File: src/rtl/multicycle_control.sv
// Multi-cycle control FSM for the 16-bit TSC datapath.
// Sequences IF/ID/EX/MEM/WB/HALT and counts retired instructions.
module multicycle_control #(
  parameter int WORD_SIZE = 16
) (
  input  logic                 clk,
  input  logic                 reset,
  input  logic [3:0]           opcode,
  input  logic [5:0]           func,
  input  logic                 bcond,
  input  logic                 mem_ready,
  output logic                 mem_read,
  output logic                 mem_write,
  output logic                 i_or_d,
  output logic                 ir_write,
  output logic                 pc_write,
  output logic [1:0]           pc_src,
  output logic [1:0]           imm_sel,
  output logic                 alu_src_b,
  output logic                 reg_write,
  output logic [1:0]           reg_dst,
  output logic [1:0]           wb_src,
  output logic                 wwd_valid,
  output logic                 halted,
  output logic [WORD_SIZE-1:0] num_inst
);

  localparam logic [2:0] S_IF   = 3'd0;
  localparam logic [2:0] S_ID   = 3'd1;
  localparam logic [2:0] S_EX   = 3'd2;
  localparam logic [2:0] S_MEM  = 3'd3;
  localparam logic [2:0] S_WB   = 3'd4;
  localparam logic [2:0] S_HALT = 3'd5;

  logic [2:0]           state_q, state_d;
  logic [WORD_SIZE-1:0] num_inst_q, num_inst_d;
  logic                 retire;

  logic op_f;
  logic is_r, is_adi, is_ori, is_lhi, is_lwd, is_swd, is_br;
  logic is_jmp, is_jal, is_jpr, is_jrl, is_wwd, is_hlt;
  logic is_alu_i, to_ex;

  assign op_f     = (opcode == 4'hF);
  assign is_r     = op_f && (func[5:3] == 3'b000);
  assign is_adi   = (opcode == 4'd4);
  assign is_ori   = (opcode == 4'd5);
  assign is_lhi   = (opcode == 4'd6);
  assign is_lwd   = (opcode == 4'd7);
  assign is_swd   = (opcode == 4'd8);
  assign is_br    = (opcode[3:2] == 2'b00);
  assign is_jmp   = (opcode == 4'd9);
  assign is_jal   = (opcode == 4'd10);
  assign is_jpr   = op_f && (func == 6'd25);
  assign is_jrl   = op_f && (func == 6'd26);
  assign is_wwd   = op_f && (func == 6'd28);
  assign is_hlt   = op_f && (func == 6'd29);
  assign is_alu_i = is_adi | is_ori | is_lhi;
  assign to_ex    = is_r | is_alu_i | is_lwd | is_swd | is_br;

  always_comb begin
    state_d   = state_q;
    retire    = 1'b0;
    mem_read  = 1'b0;
    mem_write = 1'b0;
    i_or_d    = 1'b0;
    ir_write  = 1'b0;
    pc_write  = 1'b0;
    pc_src    = 2'b00;
    imm_sel   = 2'b00;
    alu_src_b = 1'b0;
    reg_write = 1'b0;
    reg_dst   = 2'b00;
    wb_src    = 2'b00;
    wwd_valid = 1'b0;
    halted    = 1'b0;
    // Outputs are forced quiet for the whole reset pulse.
    if (!reset) begin
      unique case (state_q)
        S_IF: begin
          mem_read = 1'b1;
          if (mem_ready) begin
            ir_write = 1'b1;
            pc_write = 1'b1;
            state_d  = S_ID;
          end
        end
        S_ID: begin
          unique case (1'b1)
            to_ex:  state_d = S_EX;
            is_jal: state_d = S_WB;
            is_jrl: state_d = S_WB;
            is_jmp: begin
              pc_write = 1'b1;
              pc_src   = 2'b10;
              retire   = 1'b1;
              state_d  = S_IF;
            end
            is_jpr: begin
              pc_write = 1'b1;
              pc_src   = 2'b11;
              retire   = 1'b1;
              state_d  = S_IF;
            end
            is_wwd: begin
              wwd_valid = 1'b1;
              retire    = 1'b1;
              state_d   = S_IF;
            end
            is_hlt: begin
              retire  = 1'b1;
              state_d = S_HALT;
            end
            default: begin
              retire  = 1'b1;
              state_d = S_IF;
            end
          endcase
        end
        S_EX: begin
          imm_sel   = is_ori ? 2'b01 : (is_lhi ? 2'b10 : 2'b00);
          alu_src_b = is_alu_i | is_lwd | is_swd;
          if (is_lwd || is_swd) begin
            state_d = S_MEM;
          end else if (is_br) begin
            pc_write = bcond;
            pc_src   = 2'b01;
            retire   = 1'b1;
            state_d  = S_IF;
          end else begin
            state_d = S_WB;
          end
        end
        S_MEM: begin
          i_or_d    = 1'b1;
          mem_read  = is_lwd;
          mem_write = is_swd;
          if (mem_ready) begin
            if (is_lwd) begin
              state_d = S_WB;
            end else begin
              retire  = 1'b1;
              state_d = S_IF;
            end
          end
        end
        S_WB: begin
          reg_write = 1'b1;
          retire    = 1'b1;
          state_d   = S_IF;
          if (is_r) reg_dst = 2'b01;
          if (is_lwd) wb_src = 2'b01;
          if (is_jal || is_jrl) begin
            reg_dst  = 2'b10;
            wb_src   = 2'b10;
            pc_write = 1'b1;
            pc_src   = is_jrl ? 2'b11 : 2'b10;
          end
        end
        S_HALT: halted = 1'b1;
        default: state_d = S_IF;
      endcase
    end
  end

  assign num_inst_d = num_inst_q + {{(WORD_SIZE-1){1'b0}}, retire};
  assign num_inst   = num_inst_q;

  always_ff @(posedge clk or posedge reset) begin
    if (reset) begin
      state_q    <= S_IF;
      num_inst_q <= '0;
    end else begin
      state_q    <= state_d;
      num_inst_q <= num_inst_d;
    end
  end

endmodule

File: config.mk
export PLATFORM = sky130hd
export DESIGN_NAME = multicycle_control
export DESIGN_NICKNAME = d
export VERILOG_FILES = /design/src/rtl/multicycle_control.sv
export SDC_FILE = /design/constraint.sdc
export NUM_CORES = 1
export LEC_CHECK = 0
export ABC_AREA = 0
export CORE_ASPECT_RATIO = 0.7
export CORE_UTILIZATION = 35
export CTS_BUF_LIST = sky130_fd_sc_hd__clkbuf_4 sky130_fd_sc_hd__clkbuf_8
export CTS_CLUSTER_DIAMETER = 150
export DETAILED_ROUTE_END_ITERATION = 6
export DONT_BUFFER_PORTS = 1
export PLACE_DENSITY_LB_ADDON = 0.3
export SLEW_MARGIN = 30
export SYNTH_ARGS = -nofsm -noshare
export SYNTH_HDL_FRONTEND = slang
export SYNTH_SLANG_ARGS = --single-unit
File: constraint.sdc
create_clock -name clk -period 4.3 [get_ports clk]
set_input_delay 0.86 -clock clk [delete_from_list [all_inputs] [get_ports clk]]
set_output_delay 0.86 -clock clk [all_outputs]
set_load 0.02 [all_outputs]
# Word level (Yosys, flattened, before mapping)
# Index checks and enable logic that the tools add are counted.
# word_totals
register_bits,19
latchBits,0
ram_bits,0
romBits,0
in_bits,14
out_inout_bits,33
wordCells,103
mem_count,0
# classes
add_sub_neg,1
multipliers,0
div,0
n_lt_le_gt_ge,0
n_eq_ne,19
shift,0
mux,57
bitwise_logic,10
reduce_logical,14
# op_table
cell,count
two-way mux 1 bit,33
"equality test 6 x 5 -> 1 bit, second input constant",4
two-way mux 2 bit,12
adder 16 x 1 -> 16 bit,1
"equality test 4 x 3 -> 1 bit, second input constant",4
"equality test 4 bit, second input constant",4
two-way mux 3 bit,5
case mux 3 bit (5 select lines),1
case mux 3 bit (3 select lines),1
OR 1 bit,8
case mux 1 bit (4 select lines),2
"equality test 3 x 2 -> 1 bit, second input constant",2
"equality test 3 bit, second input constant",2
zero test 3 bit,2
case mux 2 bit (3 select lines),1
logical AND 1 bit,5
"inequality test 2 bit, second input constant",2
case mux 2 bit (2 select lines),1
AND reduction 4 bit,1
OR reduction 2 bit,2
"equality test 3 x 1 -> 1 bit, second input constant",1
OR reduction 3 bit,1
zero test 2 bit,1
logical OR 1 bit,2
other kinds (2),3

# Logic depth before layout (Yosys ltp)
# Gate-level depths: netlist (run 1).
# depth
ltp_word,12
ltp_mapped,10
ltp_nobuf,9

# Worst setup path before layout (run 1)
# Ideal clock, no wire load.
# synth_timing
path_type,input to output
from,input reset
to,output wb_src[1]
arrival_time_ps,2652
required_time_ps,3440
path_slack_ps,788
path_stages,6
n_path_buf,2
path_cell_list,clkbuf_1 > clkinv_1 > nand3_1 > inv_1 > and2_1 > buf_4
# synth_between
elab_chain_len,1
# synth_lines
element,line,text
from (decl),7,"input logic reset,"
two-way mux 2 bit,78,if (!reset) begin
to (decl),22,"output logic [1:0] wb_src,"
# Every way passes these cells.

# Final worst setup path (run 1)
# layout_timing
from,input opcode[0]
to,output wb_src[1]
# layout_between
elab_chain_len,6
word_cells_on_any_way,7
classes_between,eq/ne: 2; mux: 3; reduce/logical: 2
# layout_lines
element,line,text
from (decl),8,"input logic [3:0] opcode,"
equality test 4 bit,44,assign op_f = (opcode == 4'hF);
logical AND 1 bit,55,assign is_jrl = op_f && (func == 6'd26);
logical OR 1 bit *,153,if (is_jal || is_jrl) begin
two-way mux 2 bit *,153,
two-way mux 2 bit *,79,unique case (state_q)
two-way mux 2 bit *,78,
# Every way passes the cells marked *; elsewhere a longest branch is shown, timed or not.

==> reports/summary.md, run 1 <==
The final period utilization was 0.727; the slew at the pin closest to its max-slew limit was 0.717 ns. The sequential cells in the finished layout cover a total of 475 um^2. The average via count per standard cell is 6.10. Across the run, the number of max-cap violations was 0. The die is 77.5 um wide. For the number of sinks handled by clock tree synthesis, the log shows 19.

Port buffering added 0 buffers. Final net count: 172. Setup repair after global routing left no endpoint under its margin. In this run the critical register-to-register path is captured at num_inst[14].

Detailed routing inserted a total of 1250 vias. The core area is 0.00367 mm^2. The fraction of post-synthesis cell area in the top cell type by area came out at 0.341.

The top fanout value on the critical path was 10; the fraction of the yosys area taken by sequential cells was 0.341. Counting flops and latches in the post-synthesis netlist gives 19. For the number of global-route vias before repair, the log shows 1096.

The met1 capacity usage during global routing is 0.239. TritonCTS built the clock tree. The final antenna-violating net count came out at 0. The fraction of layout cells with a size suffix above 1 was 0.0710. Once placement finished, the instance area stood at 0.00144 mm^2.

Number of gates resized after cts: 0. The tools report the initial core utilization as 0.380. The capturing element type of the critical path was an output port. Counting the buffers created by CTS gives 3. Dominant cell type by area after synthesis: sky130_fd_sc_hd__dfrtp_1. The worst register-to-register path begins at state_q[1].

The run finished with clean final reports. Entering global routing, the biggest net connects 28 pins. The most used flip-flop cell after synthesis is sky130_fd_sc_hd__dfrtp_1. For the full die area, the log shows 0.00425 mm^2.

The worst slew margin relative to its limit was 0.521; the data arrival at the endpoint of the critical path was 2.27 ns. The final routed wire length divided by cell count is 16.4 um. Class of the tightest hold or removal check: input pin to asynchronous set/reset pin. The cell at the root of the clock tree is sky130_fd_sc_hd__clkbuf_8. Compared with the post-synthesis result, the final layout area differs by 6.37%. The run gives 0 as the final global-route overflow total. Most numerous cell in the Yosys netlist: sky130_fd_sc_hd__dfrtp_1. 47 I/O pins were placed.

The tools report the type of element launching the critical path as an input pin. The tools report the total global routing track utilization as 0.162. The commonest cells after synthesis are sky130_fd_sc_hd__dfrtp_1, sky130_fd_sc_hd__nor3_1, sky130_fd_sc_hd__xnor2_1. The total wire length after detailed routing was 3370 um. The Yosys step of the flow raised 0 warnings. The logs give 0 for the number of buffers added for setup after CTS and 234 uV for the peak ir drop on the vdd network.

The minimum setup slack after placement was 1.20 ns. Traced cell by cell, the critical path runs through nand4_2 > or4_4 > o22ai_1 > and2_1. The final routed DRC violation total was 0.

After technology mapping, the gate count stands at 157. The total count of hold-check failures in the final report is 0, and the clock transition at the registers of the reported paths is 0.06 ns. The global-route layer with the greatest usage was met1. Summed over all cells, the static leakage comes to 0.590 nW. On the worst path, the slowest cell contributes a delay of 0.48 ns.

The tools report the count of cell types in the netlist as 50. The async set-or-reset flop fraction in the synthesized netlist is 1.00. The slowest stage of the critical path belongs to the cell sky130_fd_sc_hd__or4_4. Half-perimeter wire length after detailed placement: 2530 um. After synthesis, the cell types taking the most area are sky130_fd_sc_hd__dfrtp_1, sky130_fd_sc_hd__xnor2_1, sky130_fd_sc_hd__xor2_1. The last weighted congestion value of the routability-driven placer came out at 0.857. In this run, synthesis inferred 0 flip-flops with an integrated enable.

The initial antenna violation count is 0, and the number of inserted filler cells in the final layout is 366. The multi-input combinational cells in the finished layout cover a total of 841 um^2. For flop-to-flop paths, the worst setup slack is 1.28 ns. The critical path data required time came out at 3.44 ns. The critical path is of the input pin to output port type.

Setup violations remaining at the end of the flow were counted as 0. The tools report the maximum level of the CTS H-tree as 1. Leaving out filler cells and counting taps, the final layout contains 205.

The first global-routing pass estimated 5330 um of wire. The critical path contains buffers and inverters numbering 0 combined. For the clock latency reported for the late side of the worst-skew pair, the log shows 0.25 ns. The pre-antenna-repair detailed-routing pass consisted of 4 iterations. The final design instance area without fill was 0.00148 mm^2. Top cell family by delay on the critical path: simple AND/OR/NAND/NOR gates.

The tools report the post-layout worst setup margin as 1.17 ns. The maximum root-to-sink buffer count is 2, and the total power is 0.706 mW. Based on the critical path, the design can be clocked at up to 320 MHz. Placed cell count: 201. Clock skew on the completed layout was measured at 0.00176 ns. For the summed instance area of the synthesized netlist, the log shows 0.00140 mm^2.

The smallest clock period supported by the final layout is computed as 3.13 ns. The number of hold buffers added after CTS was 0. Fraction of met2 tracks used by global routing: 0.220.

The length in cells of the worst reg-to-reg path was 9. The logs give 138 for the starting DRC count in detailed routing and 18 for the standard-cell row count. A synthesized cell averages 8.89 um^2. The die is 54.8 um tall. The met3 capacity usage during global routing was 0.0583. The number of pins exceeding their max-slew limit in the final report is 0, and the power per cell area is 476 mW/mm^2.

For the synthesized net count, the log shows 173. 0 antenna diodes ended up in the layout. Summed over all failing endpoints, the final setup total negative slack is 0 ns.
==> stage by stage <==
stage	hold slack, ns	util
after global routing	0.554	0.404
after detailed placement	0.607	0.391
after floorplan	0.578	-
final	0.529	0.404
after global placement	0.610	0.391
after CTS	0.531	0.404
==> final cells by class <==
class / count / share of cell area
Clock buffer: 4 / 0.0329
Inverter: 9 / 0.0228
Multi-Input combinational cell: 120 / 0.567
Sequential cell: 19 / 0.320
Tap cell: 50 / 0.0422
Timing Repair Buffer: 3 / 0.0152
==> cell usage in the layout (no fill, tap or decap), types with 3 or more instances in the layout <==
| master | count |
|---|---|
| sky130_fd_sc_hd__dfrtp_1 | 19 |
| sky130_fd_sc_hd__nor3_1 | 11 |
| sky130_fd_sc_hd__xnor2_1 | 10 |
| sky130_fd_sc_hd__nand2_1 | 8 |
| sky130_fd_sc_hd__inv_1 | 8 |
| sky130_fd_sc_hd__nand3_1 | 8 |
| sky130_fd_sc_hd__xor2_1 | 7 |
| sky130_fd_sc_hd__nand2b_1 | 6 |
| sky130_fd_sc_hd__nor2_1 | 6 |
| sky130_fd_sc_hd__nor4_1 | 5 |
| sky130_fd_sc_hd__and3_1 | 4 |
| sky130_fd_sc_hd__o21ai_0 | 3 |
| sky130_fd_sc_hd__or3_1 | 3 |
| sky130_fd_sc_hd__a21oi_1 | 3 |
| sky130_fd_sc_hd__nand4_1 | 3 |
| sky130_fd_sc_hd__and2_1 | 3 |
| sky130_fd_sc_hd__clkbuf_8 | 3 |
| sky130_fd_sc_hd__buf_4 | 3 |
==> flip-flops by register name (all words and copies together), names as in the netlist <==
register,flops
state_q,3
num_inst,16
==> worst max-delay path by stage <==
stage	start	end	slack, ns	cells after the start
final	opcode[0]	wb_src[1]	1.17	4
after global routing	state_q[1]	imm_sel[0]	1.05	4
after CTS	opcode[0]	wb_src[1]	1.19	4
after detailed placement	opcode[0]	pc_src[0]	1.20	4
after global placement	opcode[0]	pc_src[0]	1.22	4
after floorplan	reset	wb_src[1]	0.79	6
==> power by group <==
part / switching (mW) / internal, mW
clock network: 0.0545 / 0.0721
logic: 0.163 / 0.110
registers: 0.0953 / 0.211
==> cells by family after synthesis <==
| kind of cell | after synthesis | synth area share |
|---|---|---|
| AND/OR/NAND/NOR | 72 | 0.316 |
| AO/OA/AOI/OAI | 28 | 0.155 |
| adder cells (fa/ha/maj) | 3 | 0.0251 |
| XOR/XNOR | 17 | 0.107 |
| flip-flops | 19 | 0.341 |
| buffers and inverters | 18 | 0.0565 |
==> metal layers <==
layer  up-vias  share of wire
met5         -              0
met4         0              0
met3         0           0.12
met2        67           0.42
met1       603           0.46
li1        580              -
Power figures use the tool's default switching activity.
==> inputs of run 2 (changes only) <==
==> constraint.sdc (replaced) <==
create_clock -name clk -period 2.6 [get_ports clk]
set_input_delay 0.52 -clock clk [delete_from_list [all_inputs] [get_ports clk]]
set_output_delay 0.52 -clock clk [all_outputs]
set_load 0.02 [all_outputs]
==> run 2 against run 1 <==
Net effect:
- the flow now finishes with violations (setup timing)
- first-iteration DRC count up 3.6%
- sequential power is 50% higher
- clock skew increased by 0.0035 ns
- setup slack got worse by 1.2 ns
- highest routed layer is now met4
- final cell count rose by 8.8%
- count of clock-buffer cells in the layout shrank 1
- largest power group is now combinational cells
- die area stayed put
- largest cell class unchanged
==> reports/summary.md, run 2 (same netlist as run 1, synthesis figures left out) <==
The checks that failed: setup timing. The die is 77.5 um wide. Data on the critical path is required at its endpoint by 2.08 ns. The first routing iteration left 143 violations. The tool flagged a number of max-cap violations equal to 0. Setup repair after global routing could not meet its margin everywhere. Entering global routing, the biggest net connects 24 pins. The total setup violations reported at the end of the flow is 1, and the worst slew margin relative to its limit is 0.676. Power spread over the standard cell area amounts to 785 mW/mm^2.

The placed instances occupy a cell area of 0.00156 mm^2. The full die area was 0.00425 mm^2. Wires add up to 3530 um.

Commonest non-fill, non-tap cell in the layout: sky130_fd_sc_hd__buf_4. The length of the first detailed-routing pass in iterations came out at 5. The run gives 0 as the number of pins exceeding their max-slew limit in the final report. The slew at the pin closest to its max-slew limit came out at 0.479 ns. In this run the static leakage power is 0.685 nW. Final net count: 190. The top fanout value on the critical path was 3. The maximum clock rate is 381 MHz, and the initial antenna violation count is 0. TritonCTS built the clock tree. Clock-pin slew was measured on the worst setup and hold paths at 0.07 ns. The number of sinks handled by clock tree synthesis was 19; the setup skew after layout was 0.00530 ns.

The number of buffers inserted by hold repair at cts is 0, and the clock latency reported for the late side of the worst-skew pair is 0.26 ns. The fraction of the core area covered by cells at the end of the flow was 0.453. For the final global-route overflow total, the log shows 0. The flow ran to the end, but the final reports show violations. VDD sags by at most 320 uV.

Compared with the post-synthesis result, the final layout area differs by 19.3%. In the layout the commonest cells are sky130_fd_sc_hd__buf_4, sky130_fd_sc_hd__dfrtp_1, sky130_fd_sc_hd__nor3_1, sky130_fd_sc_hd__xnor2_1. The last weighted congestion value of the routability-driven placer was 0.834; the final routed DRC violation total was 0. The initial core utilization is 0.380, and the via count is 1286.

The total global routing track utilization came out at 0.174. The average via count per standard cell was 5.77; the final design instance area without fill was 0.00166 mm^2. The wire-length estimate of the detail-placed layout is 2760 um.

The path class of the tightest hold or removal check is input pin to asynchronous set/reset pin. The core area is 0.00367 mm^2. The final period utilization is 1.01, and the count of buffers from port buffering is 0.

The run gives 0 as the final antenna-violating net count. The critical path in this run is classified as register to output port. The capturing element type of the critical path was an output port. The total power was 1.31 mW; the minimum clock period was 2.62 ns. The wire length of the first global-routing pass was 5580 um. The tools report the cell at the root of the clock tree as sky130_fd_sc_hd__clkbuf_8. The number of antenna diodes is 0.

The fraction of layout cells with a size suffix above 1 is 0.208, and the maximum level of the CTS H-tree is 1. In this run the deepest clock path goes through 2 buffers. For the total CTS buffers, the log shows 3. The number of flip-flops in the largest register is 16, and the internal reg-to-reg setup slack is 0.19 ns.

Post-layout worst setup margin: -0.0247 ns. Data on the critical path arrives at its endpoint at 2.10 ns. The tools report the total count of hold-check failures in the final report as 0. The tools report the number of global-route vias before repair as 1125.

Standard-cell row count: 18. After detailed routing, the average wire length per cell comes to 15.8 um. 47 I/O pins were placed.

STA classifies the critical path startpoint as a register. Chip height: 54.8 um.
-- run 2: changes by cell type in the layout (fill, tap and decap cells not counted), sizes merged --
cell      before  now
buf            3   21
clkbuf         4    3
clkinvlp       0    1
-- run 2: critical path, cell delays in order (launching register included) --
cell,delay (ns)
sky130_fd_sc_hd__dfrtp_2,0.42
sky130_fd_sc_hd__buf_6,0.12
sky130_fd_sc_hd__or4bb_1,0.50
sky130_fd_sc_hd__o31a_1,0.16
sky130_fd_sc_hd__o31a_1,0.28
sky130_fd_sc_hd__a211oi_2,0.20
sky130_fd_sc_hd__buf_4,0.17
-- run 2: path summary, 6_finish.rpt --
check | start | end | cells past startpoint
max | state_q[2] | pc_write | 6
min | reset | num_inst[9] | 1
max reg2reg | state_q[1] | num_inst[14] | 9
min reg2reg | num_inst[15] | num_inst[15] | 1
max in group asynchronous | reset | state_q[2] | 2
min in group clk | func[0] | state_q[0] | 2
-- run 2: per-layer routing --
metal | GRT usage | wire [um] | vias up
met1 | 0.243 | 1680 | 613
met4 | 0.0503 | 26 | 0
met3 | 0.0633 | 359 | 5
li1 | - | - | 615
met2 | 0.249 | 1470 | 53
met5 | 0 | 0 | -
-- run 2: final cells by class --
type                       instances  area (um^2)
clock buffer                       3         41.3
clock inverter                     1         7.51
fill                             361         2010
inverter                           9         35.0
multi-input combinational        120          867
sequential                        19          477
tap                               50         62.6
timing repair buffer              21          174
-- run 2: what timing repair did --
item,4_1_cts,5_1_grt
pin swaps,1,0
buffers inserted,1,2
setup endpoints to repair,3,7
resized for setup,2,6
-- run 2: report_power, final --
group	internal (mW)	switching (mW)
Sequential	0.352	0.107
Clock	0.108	0.0959
Combinational	0.293	0.350
-- run 2: through the flow --
stage               hold slack [ns]  setup TNS (ns)  cells  worst slack (ns)
global route                0.00581          -0.247    223            -0.114
finish                       0.0136         -0.0247    223           -0.0247
CTS                         0.00712         -0.0140    221           -0.0140
floorplan                     0.578               0    157            0.0262
detailed placement            0.280               0    216            0.0467
global placement              0.279               0    216             0.102
==> inputs of run 3 (changes only) <==
--- a/config.mk
+++ b/config.mk
@@ -13,6 +13,7 @@
 export DETAILED_ROUTE_END_ITERATION = 6
 export DONT_BUFFER_PORTS = 1
 export PLACE_DENSITY_LB_ADDON = 0.3
+export SETUP_SLACK_MARGIN = 0.1
 export SLEW_MARGIN = 30
 export SYNTH_ARGS = -nofsm -noshare
 export SYNTH_HDL_FRONTEND = slang
==> run 3 against run 2 <==
Net effect:
- the run now ends clean
- via count shrank 2.6%
- sequential share of layout area shrank 0.66 points
- clock skew grew 0.0011 ns
- combinational power grew 4.5%
- utilization grew 0.95 points
- first-iteration DRC count shrank 36%
- die area is the same
- routed wire length grew 6.3%
- register-to-register slack lost 0.07 ns
- largest cell class unchanged
==> reports/summary.md, run 3 (same netlist as run 1, synthesis figures left out) <==
The run finished with clean final reports. On the critical path the largest part of the delay comes from compound AO/OA/AOI/OAI gates. For the number of pins exceeding their max-slew limit in the final report, the log shows 0. The register with the most flip-flops in the layout has 16 of them. Once detail routing completed, the nets flagged for antenna violations numbered 0. The number of placed instances, taps included, is 215. The critical path is of the register to output port type. Measured in cells, the most critical reg-to-reg path has a length of 8. Setup violations remaining at the end of the flow were counted as 0. The run gives 1 as the maximum level of the CTS H-tree. The type of element launching the critical path is a register.

The starting DRC count in detailed routing was 92. Together, buffers and inverters on the worst path number 2. The relative contribution of combinational cells to total power is 0.496, and the final period utilization is 0.989. The die covers 0.00425 mm^2.

After routing, the total negative slack on setup checks comes to 0 ns. Capturing element type of the critical path: an output port. For this design the static power due to leakage is 0.707 nW.

The die is 77.5 um wide. The signal on the critical path passes through buf_6 > or4bb_1 > o31a_1 > o31a_1 > a211oi_2 > buf_4. Via count: 1252.

Net switching power: 0.571 mW. Worst reg2reg path startpoint: state_q[2]. The tools report the number of inserted filler cells in the final layout as 353. The tools report the initial core utilization as 0.380.

Entering global routing, the biggest net connects 19 pins. Initial antenna violation count: 0. For the final net count, the log shows 190. The tools report the capture point of the worst reg-to-reg path as num_inst[11].

Worst slew margin relative to its limit: 0.577. The critical path's most frequent cell was sky130_fd_sc_hd__o31a_1. The run gives 0 as the total count of hold-check failures in the final report.

The number of global-route vias before repair is 1154. The length of the first detailed-routing pass in iterations was 4; the post-layout worst setup margin was 0.0291 ns. The chip height is 54.8 um.

The logs give 0.782 mW for the cell-internal power and 0.920 for the last weighted congestion value of the routability-driven placer. The clock reaches the later pin of the worst-skew pair after 0.26 ns. The HPWL after detailed placement is 2780 um. Pin placement for this block handled 47 I/O pins.

The fraction of layout cells with a size suffix above 1 works out to 0.243. TritonCTS built the clock tree. The count of buffers from port buffering is 0, and the final routed DRC violation total is 0. The class of the tightest hold or removal check is input pin to asynchronous set/reset pin. Leaving out fill and tap cells, the most frequent cell in the layout is sky130_fd_sc_hd__dfrtp_1. The run gives 2.08 ns as the critical path data required time. The average via count per standard cell works out to 5.61.

The tools report the total power as 1.35 mW. Counting the buffers created by CTS gives 3. Summed over all layers, the routed wires come to 3760 um. In the layout the commonest cells are sky130_fd_sc_hd__dfrtp_1, sky130_fd_sc_hd__buf_4, sky130_fd_sc_hd__nor3_1, sky130_fd_sc_hd__xnor2_1, sky130_fd_sc_hd__inv_1.

The data arrival at the endpoint of the critical path was 2.05 ns. The cell at the root of the clock tree was sky130_fd_sc_hd__clkbuf_8. The fraction of power consumed by the clock network was 0.156; the power per cell area was 797 mW/mm^2.

After clock tree synthesis, the clock-pin slew on the worst setup and hold paths is 0.07 ns. The largest individual stage delay along the critical path comes from the cell sky130_fd_sc_hd__or4bb_1. Between clock sinks in the finished design, the worst skew comes to 0.00636 ns. For the total global routing track utilization, the log shows 0.186. At the pin with the least slew margin, the transition time is 0.630 ns.

The first global-routing pass estimated 5910 um of wire. For the sequential group share of total power, the log shows 0.347. In this run the worst path has a maximum fanout of 2.

The clock net in this run drives a total of 19 sinks. Max-cap violations in this run came to 0. After detailed routing, the average wire length per cell comes to 16.8 um. The largest single stage delay on the critical path is 0.49 ns.

Minimum setup slack after placement: 0.0721 ns. After global routing the overflow that remains totals 0. The area growth from synthesis to layout was 21.8%; the number of standard cells in the layout, taps in and fillers out was 223. In this run the deepest clock path goes through 2 buffers. The core region is 0.00367 mm^2.

The internal reg-to-reg setup slack was 0.12 ns; the minimum clock period was 2.57 ns. Across the VDD grid, the largest voltage drop is 365 uV. Based on the critical path, the design can be clocked at up to 389 MHz. The standard-cell row count came out at 18. The switching share of total power works out to 0.422. Setup repair after global routing could not meet its margin everywhere. 0 antenna diodes ended up in the layout.
run 3: routing by layer:
| layer | share of wire | vias up | GRT usage |
|---|---|---|---|
| met4 | 0.0064 | 0 | 0.0818 |
| li1 | - | 615 | - |
| met1 | 0.49 | 572 | 0.266 |
| met3 | 0.078 | 2 | 0.0517 |
| met2 | 0.42 | 63 | 0.260 |
| met5 | 0 | - | 0 |
run 3: layout make-up:
cell class                 count  area, um^2  area share
timing repair buffer          21         178       0.105
inverter                       9        35.0      0.0206
multi-input combinational    120         900       0.529
clock buffer                   4        48.8      0.0287
tap                           50        62.6      0.0368
sequential                    19         475       0.280
run 3: how the worst max path moves through the flow:
stage               start            to  depth (start not counted)
2_1_floorplan  state_q[1]  num_inst[14]                         10
3_3_place_gp    opcode[3]  num_inst[14]                          9
3_5_place_dp    opcode[3]  num_inst[12]                          9
4_1_cts        state_q[2]      pc_write                          6
5_1_grt        state_q[2]      pc_write                          6
6_report       state_q[2]      pc_write                          6
run 3: repair_timing:
item | CTS | global route
hold buffers | 0 | 0
pin swaps | 1 | 7
buffers inserted | 4 | 0
endpoints found under the setup margin | 4 | 9
resized for setup | 3 | 8
run 3: metrics by stage:
stage               instance area, um^2  hold WS, ns   util
finish                             1700       0.0168  0.463
global placement                   1570        0.292  0.428
detailed placement                 1570        0.296  0.428
global route                       1700       0.0164  0.463
floorplan                          1420        0.578      -
CTS                                1660       0.0205  0.453
run 3: power groups by stage:
| stage | clock (mW) | combinational, mW | sequential (mW) |
|---|---|---|---|
| final | 0.212 | 0.672 | 0.470 |
| after global routing | 0.232 | 0.731 | 0.480 |
| after CTS | 0.215 | 0.652 | 0.468 |
| after detailed placement | 0 | 0.591 | 0.476 |
| after global placement | 0 | 0.582 | 0.474 |
| after floorplan | 0 | 0.431 | 0.449 |
